File: config.mk
export PLATFORM = sky130hd
export DESIGN_NAME = mtr_pwm_drv
export DESIGN_NICKNAME = d
export VERILOG_FILES = /design/src/rtl/mtr_pwm_drv.sv
export SDC_FILE = /design/constraint.sdc
export NUM_CORES = 1
export LEC_CHECK = 0
export BUFFER_PORTS_ARGS = -buffer_cell sky130_fd_sc_hd__buf_2
export CORE_ASPECT_RATIO = 1.2
export CORE_MARGIN = 4
export CORE_UTILIZATION = 55
export CTS_CLUSTER_SIZE = 25
export DETAILED_ROUTE_END_ITERATION = 12
export PLACE_DENSITY = 0.84
export SLEW_MARGIN = 10
export SYNTH_ARGS = -nofsm -noshare
export SYNTH_HDL_FRONTEND = slang
export SYNTH_SLANG_ARGS = --single-unit
File: constraint.sdc
create_clock -name clk -period 4.8 [get_ports clk]
set_input_delay 0 -clock clk [delete_from_list [all_inputs] [get_ports clk]]
set_output_delay 0 -clock clk [all_outputs]
set_load 0.05 [all_outputs]
File: src/rtl/mtr_pwm_drv.sv
// mtr_pwm_drv: signed 12-bit speed command -> fixed-period PWM, direction bit and a
// dead-timed complementary gate pair. Overcurrent shutdown is built only with OVR_I_SHTDWN_EN.
module mtr_pwm_drv #(
  parameter int DEADTIME  = 32,
  parameter int BLANK     = 128,
  parameter int OVR_LIMIT = 3
) (
  input  logic        clk,
  input  logic        rst,
  input  logic        en,
  input  logic [11:0] duty,
  input  logic        ovr_I,
  output logic        pwm_synch,
  output logic        pwm_h,
  output logic        pwm_l,
  output logic        dir,
  output logic        fault
);

  localparam logic [7:0] DT_MAX = 8'(DEADTIME);

  typedef enum logic [1:0] {IDLE = 2'd0, RUN = 2'd1, FAULT = 2'd2} state_t;
  state_t state, state_next;

  logic [10:0] cnt;
  logic [10:0] mag_q;
  logic [11:0] duty_abs;
  logic [10:0] duty_mag;
  logic        cnt_zero;
  logic        cnt_last;
  logic        raw;
  logic        raw_q;
  logic [7:0]  dt_cnt;
  logic [7:0]  dt_cur;
  logic        dt_done;
  logic        ovr_trip;

  assign cnt_zero = (cnt == 11'd0);
  assign cnt_last = (cnt == 11'd2047);
  assign duty_abs = duty[11] ? (~duty + 12'd1) : duty;
  // Only -2048 still has bit 11 set after negation; clamp it to full scale.
  assign duty_mag = duty_abs[11] ? 11'h7FF : duty_abs[10:0];
  assign raw      = (cnt < mag_q);
  assign dt_cur   = (raw != raw_q) ? 8'd0 :
                    ((dt_cnt == DT_MAX) ? DT_MAX : dt_cnt + 8'd1);
  assign dt_done  = (dt_cur == DT_MAX);

  always_ff @(posedge clk) begin
    if (rst) begin
      cnt    <= 11'd0;
      mag_q  <= 11'd0;
      dir    <= 1'b0;
      raw_q  <= 1'b0;
      dt_cnt <= 8'd0;
    end else begin
      cnt    <= cnt + 11'd1;
      raw_q  <= raw;
      dt_cnt <= dt_cur;
      if (cnt_zero) begin
        mag_q <= duty_mag;
        dir   <= duty[11];
      end
    end
  end

`ifdef OVR_I_SHTDWN_EN
  localparam logic [10:0] BLANK_C = 11'(BLANK);
  localparam logic [3:0]  LIMIT_C = 4'(OVR_LIMIT);

  logic       ovr_flag;
  logic       ovr_hit;
  logic [3:0] ovr_cnt;

  assign ovr_hit = ovr_I & pwm_h & (cnt >= BLANK_C);

  // Per-period overcurrent flag feeds a run of consecutive bad periods.
  always_ff @(posedge clk) begin
    if (rst || (state != RUN)) begin
      ovr_flag <= 1'b0;
      ovr_cnt  <= 4'd0;
    end else begin
      if (cnt_zero)
        ovr_flag <= 1'b0;
      else if (ovr_hit)
        ovr_flag <= 1'b1;
      if (cnt_last)
        ovr_cnt <= (ovr_flag || ovr_hit) ? ovr_cnt + 4'd1 : 4'd0;
    end
  end

  assign ovr_trip = (ovr_cnt >= LIMIT_C);
`else
  logic unused_ovr;
  // ovr_I and the shutdown parameters have no function in this build.
  assign unused_ovr = ^{ovr_I, 11'(BLANK), 4'(OVR_LIMIT)};
  assign ovr_trip   = 1'b0;
`endif

  always_comb begin
    state_next = state;
    case (state)
      IDLE:    if (en && cnt_zero) state_next = RUN;
      RUN:     if (!en) state_next = IDLE;
               else if (ovr_trip) state_next = FAULT;
      FAULT:   if (!en) state_next = IDLE;
      default: state_next = IDLE;
    endcase
  end

  // Outputs follow the next state so gates drop in the cycle after en falls.
  always_ff @(posedge clk) begin
    if (rst) begin
      state     <= IDLE;
      pwm_synch <= 1'b0;
      pwm_h     <= 1'b0;
      pwm_l     <= 1'b0;
      fault     <= 1'b0;
    end else begin
      state     <= state_next;
      pwm_synch <= cnt_zero;
      pwm_h     <= (state_next == RUN) & raw & dt_done;
      pwm_l     <= (state_next == RUN) & ~raw & dt_done;
      fault     <= (state_next == FAULT);
    end
  end

endmodule

Yosys cells after proc, flatten, opt, wreduce, memory -nomap -nowiden
Index checks and enable logic that the tools add are counted.
{"block": "word_totals", "elab_cells": 38, "out_inout_bits": 5, "register_bits": 38}
{"block": "op_classes", "eq_ne": 7, "n_addsub": 3, "n_mux": 7, "n_bitwise": 6, "order_cmp": 1, "reduce_logical": 4}
{"op": "$eq A8 B6 Y1 const B", "n": 2}
{"op": "$mux W8", "n": 2}
{"op": "$add A12 B1 Y12 const B", "n": 1}
{"op": "$mux W12", "n": 1}
{"op": "$not A12 Y12", "n": 1}
{"op": "$add A11 B1 Y11 const B", "n": 1}
{"op": "$logic_not A11 Y1", "n": 1}
{"op": "$lt A11 B11 Y1", "n": 1}
{"op": "$mux W11", "n": 1}
{"op": "$add A8 B1 Y8 const B", "n": 1}
{"op": "$and A1 B1 Y1", "n": 4}
{"op": "$eq A2 B1 Y1 const B", "n": 2}
{"op": "$eq A2 B2 Y1 const B", "n": 2}
{"op": "$mux W2", "n": 2}
{"op": "$pmux W2 S2", "n": 1}
{"op": "$logic_not A2 Y1", "n": 1}
{"op": "$reduce_or A2 Y1", "n": 1}
{"op": "$logic_and A1 B1 Y1", "n": 1}
{"op": "$ne A1 B1 Y1", "n": 1}
{"op": "$not A1 Y1", "n": 1}

Longest topological paths before layout
Gate-level depths: netlist (run 1).
{"block": "depth", "word_depth": 7, "mapped_depth": 8, "ltp_nobuf": 8}

Worst setup path after synthesis (run 1)
Ideal clock, no wire load.
{"block": "synth_timing", "kind": "register to register", "from": "register cnt[2]", "to": "register dt_cnt[1]", "slack_ns": 2.635, "stages_incl_launch_ff": 8, "path_buffers": 0, "setup_ns": 0.140, "arrival_ns": 2.025, "period_less_slack_ns": 2.165, "path_cell_list": "dfxtp_1 > ha_1 > a21o_1 > a31oi_1 > o21ai_1 > a2111oi_4 > xor2_1 > nor4b_1"}
{"block": "synth_via", "elab_chain_len": 3}
{"element": "start, declared", "line_no": "25", "text": "logic [10:0] cnt;"}
{"element": "start signal, assigned", "line_no": "56", "text": "cnt <= cnt + 11'd1;"}
{"element": "$lt A11 B11 Y1", "line_no": "43", "text": "assign raw = (cnt < mag_q);"}
{"element": "$ne A1 B1 Y1", "line_no": "44", "text": "assign dt_cur = (raw != raw_q) ? 8'd0 :"}
{"element": "$mux W8", "line_no": "44"}
{"element": "end signal, assigned", "line_no": "58", "text": "dt_cnt <= dt_cur;"}
{"element": "end, declared", "line_no": "33", "text": "logic [7:0] dt_cnt;"}
No other way between the ends.
A chain may end at the register's enable or synchronous reset.

Final worst setup path (run 1)
{"block": "layout_timing", "from": "register cnt[0]", "to": "register mag_q[7]"}
{"block": "layout_via", "elab_chain_len": 1}
{"element": "$logic_not A11 Y1", "line_no": "38", "text": "assign cnt_zero = (cnt == 11'd0);"}
{"element": "end signal, assigned", "line_no": "60", "text": "mag_q <= duty_mag;"}
{"element": "end, declared", "line_no": "26", "text": "logic [10:0] mag_q;"}
No other way between the ends.

==> reports/metrics.cfg, run 1 <==
[global_routing]
grt_overflow_total = 0
grt_pass1_wl_um = 6450
grt_pass1_vias = 1509
antenna_found_initial = 0
grt_util_all_layers_pct = 17.6
grt_max_degree = 36

[clocking]
clkTransAtPathRegs_ns = 0.07
cts_tree = built
cts-resized-gates = 0
hold_buffers = 1
clk_latency_ns = 0.29
clockRootBuffer = clkbuf_8
clockBufferDepth = 2
cts_setup_buffers = 0
cts_made_buffers = 5
cts_htree_levels = 2
cts_sinks = 38

[yosys]
synth_cells = 234
synth_area_um2 = 2050
yosys_warnings = 0
synth_area_per_cell_um2 = 8.76
ys_seq_area_share_pct = 37.1
synth-seq-cells = 38
synthDistinctLibCells = 41
syn_nets = 267

[die]
fp.coreArea_um2 = 3600
ios = 21
die_x_um = 63.7
die_area_um2 = 4770
start_util_pct = 56.9
dieHeight_um = 74.9
row_count = 24

[sta]
finClkSkew_ns = 0.00234
slew_violations = 0
worst_slew_pin_slew_ns = 0.880
min_period_ns = 2.72
hold_viol = 0
rsz0062_at_grt = no
period_share_pct = 56.6
clock.fmax_mhz = 368
setup_viol = 0
finalSetupTns_ns = 0
maxSlewHeadroom_pct = 40.9

[detailed_routing]
drc = 0
first_pass_iters = 6
route.vias.total = 1708
antenna_left = 0
drtIter0Drc = 71
avgViaCountPerCell = 5.81
finalWirelength_um = 3820
post_drt_wl_per_cell_um = 13.0

[placed_design]
gp_congestion = 0.803
portBuffers = 19
hpwl_um = 2840
place_inst = 285

[critical_path]
start_kind = flop
crit_fanout = 16
reg2reg_depth = 8
endpoint_kind = flop
reg2reg_slack_ns = 2.08
path_cells = inv_1 -> ha_1 -> or4b_1 -> nor4_4 -> o41a_1 -> o21ai_0 -> a21oi_1 -> nor3_1
slowest_stage = nor4_4
crit_type = reg2reg
slowest_delay_ns = 0.69
r2r-end = mag_q[7]
r2r-start = cnt[0]
crit_arrival_ns = 2.87
required_ns = 4.95
crit_start = cnt[0]

[worst_hold_path]
hold_class = in2reg
hold_path.startpoint = duty[5]
hold_end = mag_q[5]
hold_depth = 3

[power]
vdd_drop_max_uv = 179
combPwrFrac_pct = 18.0
switching_share_pct = 27.0
pwr-share-seq_pct = 47.1
pwr_density_cell_nw_per_um2 = 328
p_leak_nw = 0.932
pwr-share-clk_pct = 34.8
switchingPower_w = 0.000202
internal_power_w = 0.000546

[final_layout]
diodes = 0
synthToLayoutAreaGrowth_pct = 11.4
fin_cells = 294
num-nets-final = 287
drive_gt1_share_pct = 12.5

[run_status]
status = complete, no violations

[run]
maxCapViolCount = 0

-- worst max-delay path by stage --
stage                 to  slack, ns  cells past startpoint
5_1_grt         mag_q[7]       1.88                      8
2_1_floorplan  dt_cnt[1]       2.64                      7
6_report        mag_q[7]       2.08                      8
3_5_place_dp    mag_q[7]       2.06                      8
3_3_place_gp    mag_q[7]       2.06                      8
4_1_cts         mag_q[7]       2.04                      8
-- power groups by stage --
| stage | combinational (W) | sequential [W] | clock [W] |
|---|---|---|---|
| 2_1_floorplan | 0.0000987 | 0.000362 | 0 |
| 3_3_place_gp | 0.000130 | 0.000359 | 0 |
| 3_5_place_dp | 0.000135 | 0.000360 | 0 |
| 4_1_cts | 0.000137 | 0.000353 | 0.000271 |
| 5_1_grt | 0.000153 | 0.000356 | 0.000283 |
| 6_report | 0.000135 | 0.000353 | 0.000261 |
-- synthesized netlist by cell type --
master / instances / area (um^2)
nor2b_1: 3 / 18.8
nand2b_1: 1 / 6.26
nand4_1: 3 / 18.8
nor4bb_1: 1 / 10.0
nor4b_1: 1 / 8.76
nor3b_2: 1 / 12.5
o31ai_1: 2 / 15.0
or4_1: 1 / 7.51
nor2_1: 27 / 101
mux2_2: 1 / 11.3
nand2_1: 15 / 56.3
xnor2_1: 4 / 35.0
a2111o_1: 1 / 11.3
xor2_1: 15 / 131
o21ai_1: 2 / 10.0
or3_1: 4 / 25.0
mux2i_1: 2 / 20.0
clkbuf_1: 7 / 26.3
a21o_1: 1 / 7.51
and2_1: 1 / 6.26
nand3_1: 7 / 35.0
a21oi_2: 1 / 8.76
nor3_1: 11 / 55.1
and4_1: 2 / 17.5
or4_4: 1 / 11.3
o41ai_1: 1 / 8.76
dfxtp_1: 38 / 761
a21boi_0: 1 / 7.51
o41a_1: 1 / 11.3
o31a_1: 1 / 8.76
nor4_4: 2 / 42.5
a31oi_1: 1 / 6.26
a2111oi_4: 1 / 27.5
inv_1: 19 / 71.3
or4b_1: 1 / 10.0
o21ai_0: 10 / 50.1
ha_1: 17 / 213
and3_1: 3 / 18.8
nor4_1: 2 / 12.5
a21oi_1: 9 / 45.0
a211oi_1: 12 / 90.1
-- worst max-delay path, delay by kind of cell (launching register included) --
| kind | cells | cell delay [ns] |
|---|---|---|
| AND/OR/NAND/NOR | 3 | 1.22 |
| flip-flops | 1 | 0.34 |
| AO/OA/AOI/OAI | 3 | 0.83 |
| adder cells (fa/ha/maj) | 1 | 0.12 |
| buffers and inverters | 1 | 0.06 |
-- final cells by class --
| type | count | area (um^2) |
|---|---|---|
| timing repair buffer | 20 | 105 |
| multi-input combinational | 170 | 1190 |
| clock inverter | 1 | 30.0 |
| inverter | 19 | 71.3 |
| tap | 39 | 48.8 |
| clock buffer | 7 | 76.3 |
| sequential | 38 | 761 |
| fill | 313 | 1320 |
-- state kept, by name, indices dropped and copies added, names as in the netlist --
| signal | cells |
|---|---|
| pwm_synch | 1 |
| pwm_h | 1 |
| pwm_l | 1 |
| dt_cnt | 8 |
| fault | 1 |
| cnt | 11 |
| raw_q | 1 |
| dir | 1 |
| state | 2 |
| mag_q | 11 |
-- metal layers --
metal / part of all wire [%] / global-route usage [%]
met2: 51 / 29.6
met3: 4.5 / 4.93
met1: 42 / 20.4
met4: 2.9 / 9.83
met5: 0 / 0
-- per-stage QoR --
step / util, % / cell area (um^2) / total power, W / setup slack [ns] / hold slack [ns]
floorplan: - / 2050 / 0.000461 / 2.64 / 0.161
global placement: 60.2 / 2170 / 0.000489 / 2.06 / 0.308
detailed placement: 60.2 / 2170 / 0.000495 / 2.06 / 0.315
CTS: 63.4 / 2280 / 0.000761 / 2.04 / 0.0129
global route: 63.4 / 2280 / 0.000792 / 1.88 / 0.0425
finish: 63.4 / 2280 / 0.000749 / 2.08 / 0.0271
-- layout by cell type, fill, tap and decap left out, drive strengths merged, types with 10 or more instances in the layout --
cell type | netlist | final
nand2 | 15 | 15
nor2 | 27 | 27
xor2 | 15 | 15
ha | 17 | 17
buf | 0 | 19
a21oi | 10 | 10
o21ai | 12 | 12
a211oi | 12 | 12
inv | 19 | 19
nor3 | 11 | 11
dfxtp | 38 | 38
-- kinds of logic (layout without fill, tap and decap cells) --
kind of cell | after synthesis | in the layout | share of synthesized area (%)
XOR/XNOR | 19 | 19 | 8.11
buffers and inverters | 26 | 47 | 4.76
AO/OA/AOI/OAI | 44 | 44 | 15.0
flip-flops | 38 | 38 | 37.1
AND/OR/NAND/NOR | 87 | 87 | 23.1
adder cells (fa/ha/maj) | 17 | 17 | 10.4
multiplexers | 3 | 3 | 1.53
Note: power is estimated with default switching activity, not from simulation.
==> run 2, diff against run 1 <==
--- a/config.mk
+++ b/config.mk
@@ -5,6 +5,7 @@
 export SDC_FILE = /design/constraint.sdc
 export NUM_CORES = 1
 export LEC_CHECK = 0
+export ABC_AREA = 1
 export BUFFER_PORTS_ARGS = -buffer_cell sky130_fd_sc_hd__buf_2
 export CORE_ASPECT_RATIO = 1.2
 export CORE_MARGIN = 4
==> constraint.sdc (replaced) <==
create_clock -name clk -period 2.5 [get_ports clk]
set_input_delay 0 -clock clk [delete_from_list [all_inputs] [get_ports clk]]
set_output_delay 0 -clock clk [all_outputs]
set_load 0.05 [all_outputs]
==> run 2 against run 1 <==
Against the previous run: design area is 5.5% higher; synthesized area is 3.4% higher; global-route usage is 0.76 points higher; clock-buffer cell count stayed put; critical endpoint is now dt_cnt[6]; highest routed layer unchanged.
==> reports/metrics.cfg, run 2 <==
[global_routing]
grt_max_degree = 17
antenna_found_initial = 0
grt_pass1_vias = 1858
grt_overflow_total = 0
grt_pass1_wl_um = 7330
grt_util_all_layers_pct = 18.3

[critical_path]
path_common_cell = nand2_1
critPathBufInv = 0
slowest_stage = dfxtp_1
cp_top_family = simple AND/OR/NAND/NOR gates
path_cells = ha_1 -> a21oi_1 -> nand2_1 -> nand2_1 -> nand3_1 -> nand2_1 -> nand2_1 -> nand2_1 -> a21oi_1
crit_fanout = 8
crit_arrival_ns = 1.88
required_ns = 2.66
r2r-start = cnt[2]
reg2reg_slack_ns = 0.79
endpoint_kind = flop
crit_type = reg2reg
start_kind = flop
slowest_delay_ns = 0.43
crit_start = cnt[2]

[yosys]
synthDistinctLibCells = 25
yosys_warnings = 0
ys_seq_area_share_pct = 35.9
yosys-top-cells-area = dfxtp_1 36%, inv_1 10%, ha_1 10%, nand2_1 9.7%, nor2_1 5.7%
synth-async-reset-ratio_pct = 0
synth_area_per_cell_um2 = 6.97
yosysTopAreaCell = dfxtp_1
synth_top_area_share_pct = 35.9
yosys-top-cells-count = 59 x inv_1, 55 x nand2_1, 38 x dfxtp_1, 32 x nor2_1, 23 x o21ai_0
synthFlopType = dfxtp_1
synth_area_um2 = 2120
synth_edf_count = 0
synth.most_common_cell = inv_1
synth_cells = 304
syn_nets = 337
synth-seq-cells = 38

[sta]
worst_slew_pin_slew_ns = 0.444
rsz0062_at_grt = no
finClkSkew_ns = 0.00712
period_share_pct = 68.5
setup_viol = 0
finalSetupTns_ns = 0
clock.fmax_mhz = 584
slew_violations = 0
maxSlewHeadroom_pct = 70.4
min_period_ns = 1.71
hold_viol = 0

[detailed_routing]
route.vias.total = 1871
post_drt_wl_per_cell_um = 9.97
antenna_left = 0
first_pass_iters = 4
drtIter0Drc = 115
finalWirelength_um = 3820
drc = 0
avgViaCountPerCell = 4.89

[die]
dieHeight_um = 76.0
start_util_pct = 57.9
ios = 21
row_count = 24
die_x_um = 64.7
die_area_um2 = 4920
fp.coreArea_um2 = 3660

[power]
vdd_drop_max_uv = 301
p_leak_nw = 1.15
pwr_density_cell_nw_per_um2 = 589

[final_layout]
fill_cells = 344
drive_gt1_share_pct = 10.9
layout_common_cells = 59 x inv_1, 55 x nand2_1, 38 x dfxtp_1
final_common_cell = inv_1
num-nets-final = 363
synthToLayoutAreaGrowth_pct = 13.7
reg.largest.list = cnt: 11 flops, mag_q: 11 flops, dt_cnt: 8 flops
fin_cells = 383
diodes = 0

[placed_design]
place_inst = 371
portBuffers = 19
gp_congestion = 0.782
hpwl_um = 3020

[clocking]
cts_made_buffers = 5
cts_tree = built
clockRootBuffer = clkbuf_8
clkTransAtPathRegs_ns = 0.07
cts_htree_levels = 2
cts_sinks = 38
clockBufferDepth = 2
clk_latency_ns = 0.29

[worst_hold_path]
hold_class = in2reg
hold_path.startpoint = duty[9]

[run_status]
status = complete, no violations

[run]
maxCapViolCount = 0

==> run 2: area by class of cell <==
| cell class | instances | area [um^2] | area share (%) |
|---|---|---|---|
| clock inverters | 1 | 30.0 | 1.25 |
| multi-input cells | 202 | 1120 | 46.4 |
| well taps | 52 | 65.1 | 2.70 |
| flip-flops and latches | 38 | 761 | 31.6 |
| repair buffers | 23 | 135 | 5.61 |
| inverters | 60 | 225 | 9.35 |
| clock buffers | 7 | 76.3 | 3.17 |
==> run 2: kinds of logic after synthesis <==
group	after synthesis	synth area share [%]
DFF	38	35.9
xor gates and xnor gates	7	2.89
AOI/OAI and AO/OA	50	12.5
adders and majority gates	17	10.0
and+or+nand+nor	128	27.3
buffers and inverters	64	11.4
==> run 2: layer usage <==
metal | part of all wire (%) | vias to the layer above | track usage, %
met4 | 1.9 | 0 | 7.19
met2 | 51 | 27 | 32.9
met5 | 0 | - | 0
li1 | - | 1025 | -
met3 | 3.3 | 7 | 4.72
met1 | 44 | 812 | 20.2
==> run 2: repair_timing <==
action,in CTS,in global routing
resized for setup,0,0
hold buffers,4,0
hold endpoints to repair,4,0
buffers inserted,0,0
==> run 2: report_power, final <==
group | leakage, nW | switching (W) | internal (W) | total (W)
Combinational | 0.787 | 0.000158 | 0.0000912 | 0.000249
Clock | 0.0524 | 0.000204 | 0.000298 | 0.000502
Sequential | 0.311 | 0.0000223 | 0.000646 | 0.000668
Total | 1.15 | 0.000384 | 0.00104 | 0.00142
==> run 2: path summary, 6_finish.rpt <==
path                             endpoint  cells after the start
worst min-delay path             mag_q[9]                      3
worst max-delay path            dt_cnt[6]                      9
worst max register to register  dt_cnt[6]                      9
worst min register to register     cnt[0]                      1
==> run 2: worst min-delay path, cell delays in order <==
cell     delay, ns
buf_2         0.11
o21ai_0       0.06
a31oi_1       0.08
==> run 2: per-stage QoR <==
| step | hold WS [ns] | total power, W | setup slack [ns] | area [um^2] | utilization [%] |
|---|---|---|---|---|---|
| 6_report | 0.0144 | 0.00142 | 0.788 | 2410 | 65.8 |
| 3_5_place_dp | 0.287 | 0.000929 | 0.792 | 2260 | 61.8 |
| 2_1_floorplan | 0.0691 | 0.000867 | 1.04 | 2120 | - |
| 5_1_grt | 0.0409 | 0.00152 | 0.568 | 2410 | 65.8 |
| 4_1_cts | 0.00465 | 0.00144 | 0.766 | 2410 | 65.8 |
| 3_3_place_gp | 0.285 | 0.000916 | 0.820 | 2260 | 61.8 |
